## src/rtl/regfile_wb_arbiter_pkg.sv

```systemverilog
// Shared writeback types for the nebula core: datapath word, register address
// and the writeback entry held by the arbiter's output stage.
package nebula;
  typedef logic [31:0] x_t;

  localparam int REG_ADDR_W = 5;
  typedef logic [REG_ADDR_W-1:0] reg_addr_t;

  typedef struct packed {
    logic      valid;
    reg_addr_t addr;
    x_t        data;
  } wb_req_t;
endpackage

```

## src/rtl/regfile_wb_arbiter_if.sv

```systemverilog
// Writeback bus: NUM_REQ requester channels in, one regfile write port out.
// master = execution units + regfile side, slave = arbiter.
interface regfile_wb_arbiter_if #(
  parameter int NUM_REQ = 2,
  parameter int ADDR_W  = 5
);
  logic [NUM_REQ-1:0]             req_valid_i;
  logic [NUM_REQ-1:0]             req_ready_o;
  logic [NUM_REQ-1:0][ADDR_W-1:0] req_addr_i;
  nebula::x_t [NUM_REQ-1:0]       req_data_i;
  logic                           wr_ready_i;
  logic                           wr_en_o;
  logic [ADDR_W-1:0]              wr_addr_o;
  nebula::x_t                     wr_data_o;

  modport master (
    output req_valid_i, req_addr_i, req_data_i, wr_ready_i,
    input  req_ready_o, wr_en_o, wr_addr_o, wr_data_o
  );
  modport slave (
    input  req_valid_i, req_addr_i, req_data_i, wr_ready_i,
    output req_ready_o, wr_en_o, wr_addr_o, wr_data_o
  );
endinterface

```

## src/rtl/regfile_wb_arbiter_rr.sv

```systemverilog
// Combinational round-robin grant: first set req bit at or after ptr_i,
// wrapping at N-1 -> 0. Pointer state lives in the caller.
module rr_arbiter #(
  parameter int N     = 2,
  parameter int PTR_W = $clog2(N)
) (
  input  logic [N-1:0]     req_i,
  input  logic [PTR_W-1:0] ptr_i,
  output logic [N-1:0]     gnt_o,
  output logic [PTR_W-1:0] gnt_idx_o
);
  logic found;
  int   idx;

  always_comb begin
    gnt_o     = '0;
    gnt_idx_o = '0;
    found     = 1'b0;
    idx       = 0;
    for (int i = 0; i < N; i++) begin
      idx = int'(ptr_i) + i;
      if (idx >= N) idx = idx - N;
      if (!found && req_i[idx]) begin
        found        = 1'b1;
        gnt_o[idx]   = 1'b1;
        gnt_idx_o    = PTR_W'(idx);
      end
    end
  end
endmodule

```

## src/rtl/regfile_wb_arbiter.sv

```systemverilog
// Round-robin writeback arbiter with a one-entry registered write stage.
// Optional NEBULA_WB_STATS_EN adds a saturating contention counter.
module regfile_wb_arbiter
  import nebula::*;
#(
  parameter int NUM_REQ = 2,
  parameter int ADDR_W  = REG_ADDR_W
) (
  input  logic                 clk_i,
  input  logic                 rst_i,
  regfile_wb_arbiter_if.slave  bus,
  output logic                 busy_o
`ifdef NEBULA_WB_STATS_EN
  ,
  output logic [31:0]          conflict_cnt_o
`endif
);
  localparam int PTR_W = $clog2(NUM_REQ);

  wb_req_t            out_q;
  logic [PTR_W-1:0]   rr_q, g_idx, rr_nxt;
  logic [NUM_REQ-1:0] gnt;
  logic               can_accept, accept, retire, to_x0;

  rr_arbiter #(.N(NUM_REQ), .PTR_W(PTR_W)) u_rr (
    .req_i     (bus.req_valid_i),
    .ptr_i     (rr_q),
    .gnt_o     (gnt),
    .gnt_idx_o (g_idx)
  );

  // A stalled entry blocks new grants; a retiring one frees the slot this cycle.
  assign can_accept      = !out_q.valid || bus.wr_ready_i;
  assign bus.req_ready_o = gnt & {NUM_REQ{can_accept && !rst_i}};
  assign accept          = |(bus.req_valid_i & bus.req_ready_o);
  assign retire          = out_q.valid && bus.wr_ready_i;
  assign to_x0           = (bus.req_addr_i[g_idx] == '0);
  assign rr_nxt          = (g_idx == PTR_W'(NUM_REQ-1)) ? '0 : g_idx + PTR_W'(1);

  always_ff @(posedge clk_i) begin
    if (rst_i) begin
      out_q <= '0;
      rr_q  <= '0;
    end else begin
      if (accept) rr_q <= rr_nxt;
      // x0 writes are consumed here and never reach the port
      if (accept && !to_x0) begin
        out_q.valid <= 1'b1;
        out_q.addr  <= reg_addr_t'(bus.req_addr_i[g_idx]);
        out_q.data  <= bus.req_data_i[g_idx];
      end else if (retire) begin
        out_q <= '0;
      end
    end
  end

  assign bus.wr_en_o   = out_q.valid;
  assign bus.wr_addr_o = ADDR_W'(out_q.addr);
  assign bus.wr_data_o = out_q.data;
  assign busy_o        = out_q.valid;

`ifdef NEBULA_WB_STATS_EN
  always_ff @(posedge clk_i) begin
    if (rst_i)
      conflict_cnt_o <= '0;
    else if (($countones(bus.req_valid_i) >= 2) && can_accept && (conflict_cnt_o != 32'hFFFF_FFFF))
      conflict_cnt_o <= conflict_cnt_o + 32'd1;
  end
`endif
endmodule
```

## src/flat_wrapper.sv

```systemverilog
// flat-port wrapper written by rule: the top's interface ports become plain ports
module regfile_wb_arbiter_flat import nebula::*;
#(
  parameter int NUM_REQ = 2,
  parameter int ADDR_W  = REG_ADDR_W
)
  (clk_i, rst_i, busy_o, bus_req_valid_i, bus_req_addr_i, bus_req_data_i, bus_wr_ready_i, bus_req_ready_o, bus_wr_en_o, bus_wr_addr_o, bus_wr_data_o);
  regfile_wb_arbiter_if #(.NUM_REQ(NUM_REQ), .ADDR_W(ADDR_W)) bus_i ();
  input  logic clk_i;
  input  logic rst_i;
  output logic busy_o;
  input wire logic [$bits(bus_i.req_valid_i)-1:0] bus_req_valid_i;
  input wire logic [$bits(bus_i.req_addr_i)-1:0] bus_req_addr_i;
  input wire logic [$bits(bus_i.req_data_i)-1:0] bus_req_data_i;
  input wire logic [$bits(bus_i.wr_ready_i)-1:0] bus_wr_ready_i;
  output wire logic [$bits(bus_i.req_ready_o)-1:0] bus_req_ready_o;
  output wire logic [$bits(bus_i.wr_en_o)-1:0] bus_wr_en_o;
  output wire logic [$bits(bus_i.wr_addr_o)-1:0] bus_wr_addr_o;
  output wire logic [$bits(bus_i.wr_data_o)-1:0] bus_wr_data_o;
  assign bus_i.req_valid_i = bus_req_valid_i;
  assign bus_i.req_addr_i = bus_req_addr_i;
  assign bus_i.req_data_i = bus_req_data_i;
  assign bus_i.wr_ready_i = bus_wr_ready_i;
  assign bus_req_ready_o = bus_i.req_ready_o;
  assign bus_wr_en_o = bus_i.wr_en_o;
  assign bus_wr_addr_o = bus_i.wr_addr_o;
  assign bus_wr_data_o = bus_i.wr_data_o;
  regfile_wb_arbiter #(.NUM_REQ(NUM_REQ), .ADDR_W(ADDR_W)) u_core (.clk_i(clk_i), .rst_i(rst_i), .bus(bus_i), .busy_o(busy_o));
endmodule
```

## config.mk

```make
export PLATFORM = sky130hd
export DESIGN_NAME = regfile_wb_arbiter_flat
export DESIGN_NICKNAME = d
export VERILOG_FILES = /design/src/rtl/regfile_wb_arbiter_pkg.sv /design/src/rtl/regfile_wb_arbiter_if.sv /design/src/rtl/regfile_wb_arbiter_rr.sv /design/src/rtl/regfile_wb_arbiter.sv /design/src/flat_wrapper.sv
export SDC_FILE = /design/constraint.sdc
export NUM_CORES = 1
export LEC_CHECK = 0
export ABC_AREA = 1
export CAP_MARGIN = 10
export CORE_MARGIN = 8
export CORE_UTILIZATION = 37
export DETAILED_ROUTE_END_ITERATION = 8
export PLACE_DENSITY = 0.76
export SYNTH_ARGS = -nofsm -noshare
export SYNTH_HDL_FRONTEND = slang
export SYNTH_SLANG_ARGS = --single-unit
```

## constraint.sdc

```tcl
create_clock -name clk_i -period 2.35 [get_ports clk_i]
set_input_delay 0.47 -clock clk_i [delete_from_list [all_inputs] [get_ports clk_i]]
set_output_delay 0.47 -clock clk_i [all_outputs]
set_load 0.05 [all_outputs]
```

==> Word-level counts from Yosys, hierarchy flattened <==
Index checks and enable logic that the tools add are counted.
Widths: inputs -> output; s select.
{ "totals": {"ff_bits": 39, "out_inout_bits": 41, "input_bits": 79} }
{ "classes": {"n_mux": 24, "n_bitwise": 3, "magnitude_cmp": 7, "n_reduce_logical": 14, "add_sub_neg": 4} }
{ "ops": {"columns": ["op", "n"], "rows": [
  ["$mux 32", 4],
  ["$mux 38", 2],
  ["$ge 32x1->1 const B", 2],
  ["$lt 32x3->1 const B", 2],
  ["$mux 1", 12],
  ["$mux 5", 2],
  ["$logic_and 1x1->1", 6],
  ["$logic_not 5->1", 1],
  ["$and 2x2->2", 2],
  ["$logic_not 1->1", 4],
  ["$mux 2", 2],
  ["$sub 1x2->3 const B", 1],
  ["$sub 2x2->3 const B", 1],
  ["$add 1x1->2 const B", 1],
  ["$demux 1 s1", 2],
  ["$ge 1x2->1 const B", 1],
  ["$ge 2x2->1 const B", 1],
  ["$lt 1x2->1 const B", 1],
  ["$or 2x2->2", 1],
  ["$reduce_bool 2->1", 1],
  ["$reduce_or 2->1", 1],
  ["$add 1x1->1 const B", 1],
  ["$logic_or 1x1->1", 1]
]} }

==> Depth between registers and ports, before layout <==
{ "depth": {"word_depth": 15, "ltp_mapped": 12} }

==> Hierarchy <==
From an unflattened synthesis, not the netlist that was laid out.
{ "unflattened": {"cells_unflattened": 313, "area_unflattened_um2": 2235.9} }
{ "modules_own_cells": {"columns": ["mod", "area_per_inst_um2", "instances", "seq_area_each_um2", "cells_per_inst"], "rows": [
  ["regfile_wb_arbiter", 2207.1, 1, 780.7, 308],
  ["rr_arbiter", 28.8, 1, 0.0, 5]
]} }

==> Worst setup path after synthesis <==
Ideal clock, no wire load.
{ "synth_path": {"kind": "register to output", "startpoint": "reg u_core.out_q (netlist bit u_core.bus.wr_en_o)", "endpoint": "out bus_req_ready_o[1]", "path_slack_ns": 0.307, "path_buffers": 0, "arrival_time_ns": 1.573, "required_ns": 1.880, "stages_incl_launch_ff": 4, "cell_sequence": "dfxtp_1 > nand2_1 > nand2_1 > a21oi_1"} }
{ "synth_via": {"elab_chain_cells": 4} }
{ "synth_lines": {"columns": ["item", "line_no", "source"], "rows": [
  ["from (decl)", "regfile_wb_arbiter.sv:20", "wb_req_t out_q;"],
  ["$logic_not 1->1", "regfile_wb_arbiter.sv:33", "assign can_accept = !out_q.valid || bus.wr_ready_i;"],
  ["$logic_or 1x1->1", "regfile_wb_arbiter.sv:33", null],
  ["$logic_and 1x1->1", "regfile_wb_arbiter.sv:34", "assign bus.req_ready_o = gnt & {NUM_REQ{can_accept && !rst_i}};"],
  ["$and 2x2->2", "regfile_wb_arbiter.sv:34", null],
  ["to (decl)", "flat_wrapper.sv:16", "output wire logic [$bits(bus_i.req_ready_o)-1:0] bus_req_ready_o;"]
]} }
No other way between the ends.

==> Worst setup path after layout <==
{ "layout_path": {"startpoint": "in bus_wr_ready_i", "endpoint": "out bus_req_ready_o[1]"} }
{ "layout_via": {"elab_chain_cells": 3} }
{ "layout_lines": {"columns": ["item", "line_no", "source"], "rows": [
  ["from (decl)", "flat_wrapper.sv:15", "input wire logic [$bits(bus_i.wr_ready_i)-1:0] bus_wr_ready_i;"],
  ["$logic_or 1x1->1", "regfile_wb_arbiter.sv:33", null],
  ["$logic_and 1x1->1", "regfile_wb_arbiter.sv:34", null],
  ["$and 2x2->2", "regfile_wb_arbiter.sv:34", null]
]} }
No other way between the ends.

==> reports/metrics.cfg <==
[status]
outcome = finished clean

[flow_run]
maxCapViolations = 0

[critical_path]
arrival_ps = 1690
ff2ff_path_depth = 7
critPathCaptureType = primary output
worst-setup-path-type = in2out
critPathMaxFanout = 2
r2r-start = u_core.bus.wr_en_o
r2r_setup_slack_ps = 750
worstPathRequired_ps = 1880
worst_setup_path_start_kind = primary input
worst_r2r_endpoint = u_core.bus.wr_data_o[22]

[synth]
asyncSetResetFlopFracSynth = 0
synthesis.area_per_instance_um2 = 9.47
synth_area_leader_cell = dfxtp_1
yosys_warnings = 0
number_of_enable_type_register_cells_in_the_synthesized_netlist = 0
synth_most_common_cell = nand2_1
synth_sequential_area_ratio = 0.344
proportion_of_netlist_area_held_by_the_largest_area_contributor = 0.344
synthesized_net_count = 319
synthFlopType = dfxtp_1
synth_cell_type_count = 22
ys_ff_latch = 39
synth.cell_area_um2 = 2270
synth_top_cells_by_count = nand2_1 (49), dfxtp_1 (39), mux2_2 (32)
post_synth_main_area_contributors = dfxtp_1 (34%), mux2_2 (16%), nand4_2 (10%), nand2_1 (8.1%), a21oi_2 (7.3%)
instance_count_of_the_mapped_netlist = 240

[placed_design]
post_place_instance_area_um2 = 3510
io_buffer_count = 119
placement.setup.worst_slack_ps = 50.3
place_hpwl_mm = 5.24
rd_place_congestion = 0.876

[cts]
clockBufferDepth = 2
buffer_type_at_the_clock_tree_root = clkbuf_8
clock_pin_slew_reported_for_the_worst_setup_and_hold_paths_after_clock_tree_synthesis_ps = 80
tritoncts = yes
post-cts-setup-buffer-count = 0
cts.repair.resized = 0
ctsHoldBuffers = 0
cts_num_sinks = 39
clkLatencyLatePin_ps = 280
h-tree-depth = 2
cts_buffers = 5

[floorplan]
die-height_um = 94.4
num_io_pins = 120
fp.dieW_um = 94.4
rows = 28
design.die.area_um2 = 8900
coreArea_um2 = 5920
starting_density_of_the_core = 0.384

[sta]
part_of_the_cycle_the_worst_path_needs = 0.920
fmax_mhz = 462
postLayoutSetupSlackWorst_ps = 188
timing.final.crit_period_ps = 2160
max_slew.worst_pin.slew_ps = 538
grt_setup_unrepaired = no
worst_clock_skew_ps = 7.70
hold_viol_final = 0
accumulated_negative_setup_slack_ps = 0
timing.final.setup_violations = 0
finalMaxSlewViolations = 0
max_slew_margin = 0.640

[power]
static-leakage-power_uw = 0.00127
p_per_area_nw_per_um2 = 558
vdd_ir_drop_max_v = 0.000281

[global_routing]
grt_start_max_net_pins = 40
antenna_found_initial = 0
gr-total-overflow = 0
number_of_global_route_vias_before_repair = 2229
grt_first_pass_wirelength_mm = 11.0
groute.usage.overall = 0.154

[cells_and_area]
n_antenna_cell = 0
post-route-util = 0.606
area_delta_synth_final_pct = 58.0
final_design_area_no_fill_um2 = 3590
post_route_cells_drive_above_1_share = 0.282
nets = 432

[route]
routed_via_density = 4.97
drt_pre_antenna_iters = 4
drc = 0
routedWlPerCell_um = 16.0
finalWirelength_mm = 6.86
postRouteAntennaNets = 0
drt_iter0_markers = 57
total_via_count_in_the_routed_design = 2134

[worst_hold_path]
count_of_cells_along_the_worst_hold_path = 2
worstHoldPathType = reg2reg
timing.hold.worst.start = u_core.bus.wr_data_o[14]
capture_endpoint_of_the_worst_hold_path = u_core.bus.wr_data_o[14]

placed cells by master (no fill, tap or decap), types with 3 or more instances in the layout:
master and count:
nand3_1 5, a21oi_2 19, nand2_2 3, nand4_1 19, clkbuf_8 5, buf_12 5
buf_4 6, a21oi_1 19, nand2_4 5, dfxtp_1 39, nand4_2 19, mux2_2 32
clkdlybuf4s50_1 116, nand2_1 48
report_power, final:
group          internal, uW  leakage, uW  switching, uW
combinational           357     0.000909            457
sequential              719     0.000320           35.3
clock                   208    0.0000422            225
total                  1280      0.00127            717
layout make-up:
cell class	instances	area, um^2
Tap cell	75	93.8
Fill cell	535	2330
Clock buffer	7	76.3
Timing Repair Buffer	128	1310
Clock inverter	1	5.00
Inverter	4	15.0
Multi-Input combinational cell	175	1310
Sequential cell	39	781
registers in the layout, indices dropped and copies added, names as in the netlist:
name	count
u_core.bus.wr_data_o	32
u_core.bus.wr_addr_o	5
u_core.bus.wr_en_o	1
u_core.rr_q	1
critical path, stage by stage:
cell	delay (ps)
clkdlybuf4s50_1	500
inv_1	50
nand2_1	100
nand2_1	110
a21oi_1	290
buf_12	180
cells by family after synthesis:
group                  Yosys count  synth area share
AND/OR/NAND/NOR                102             0.285
AO/OA/AOI/OAI                   41             0.131
multiplexers                    32             0.159
buffers and inverters           26            0.0820
flip-flops                      39             0.344
routing by layer:
metal	track usage	routed length, um	vias up
li1	-	-	1079
met5	0	0	-
met3	0.0659	757	4
met4	0.0436	65	0
met2	0.251	3280	90
met1	0.180	2760	961
worst max path at each step:
stage | endpoint | slack (ps) | startpoint | cells past startpoint
after floorplan | bus_req_ready_o[1] | 310 | u_core.bus.wr_en_o | 3
after global placement | u_core.bus.wr_addr_o[0] | 100 | bus_req_valid_i[1] | 11
after detailed placement | u_core.bus.wr_data_o[22] | 50 | bus_req_valid_i[1] | 11
after CTS | bus_req_ready_o[1] | 190 | bus_wr_ready_i | 6
after global routing | bus_req_ready_o[1] | 130 | bus_wr_ready_i | 6
final | bus_req_ready_o[1] | 190 | bus_wr_ready_i | 6
stage by stage:
step	hold WS (ps)	power [uW]	cells
2_1_floorplan	499	1290	240
3_3_place_gp	468	1580	421
3_5_place_dp	476	1590	421
4_1_cts	487	2030	429
5_1_grt	502	2110	429
6_report	481	2000	429
No activity file was read; power rests on OpenSTA's default activity.
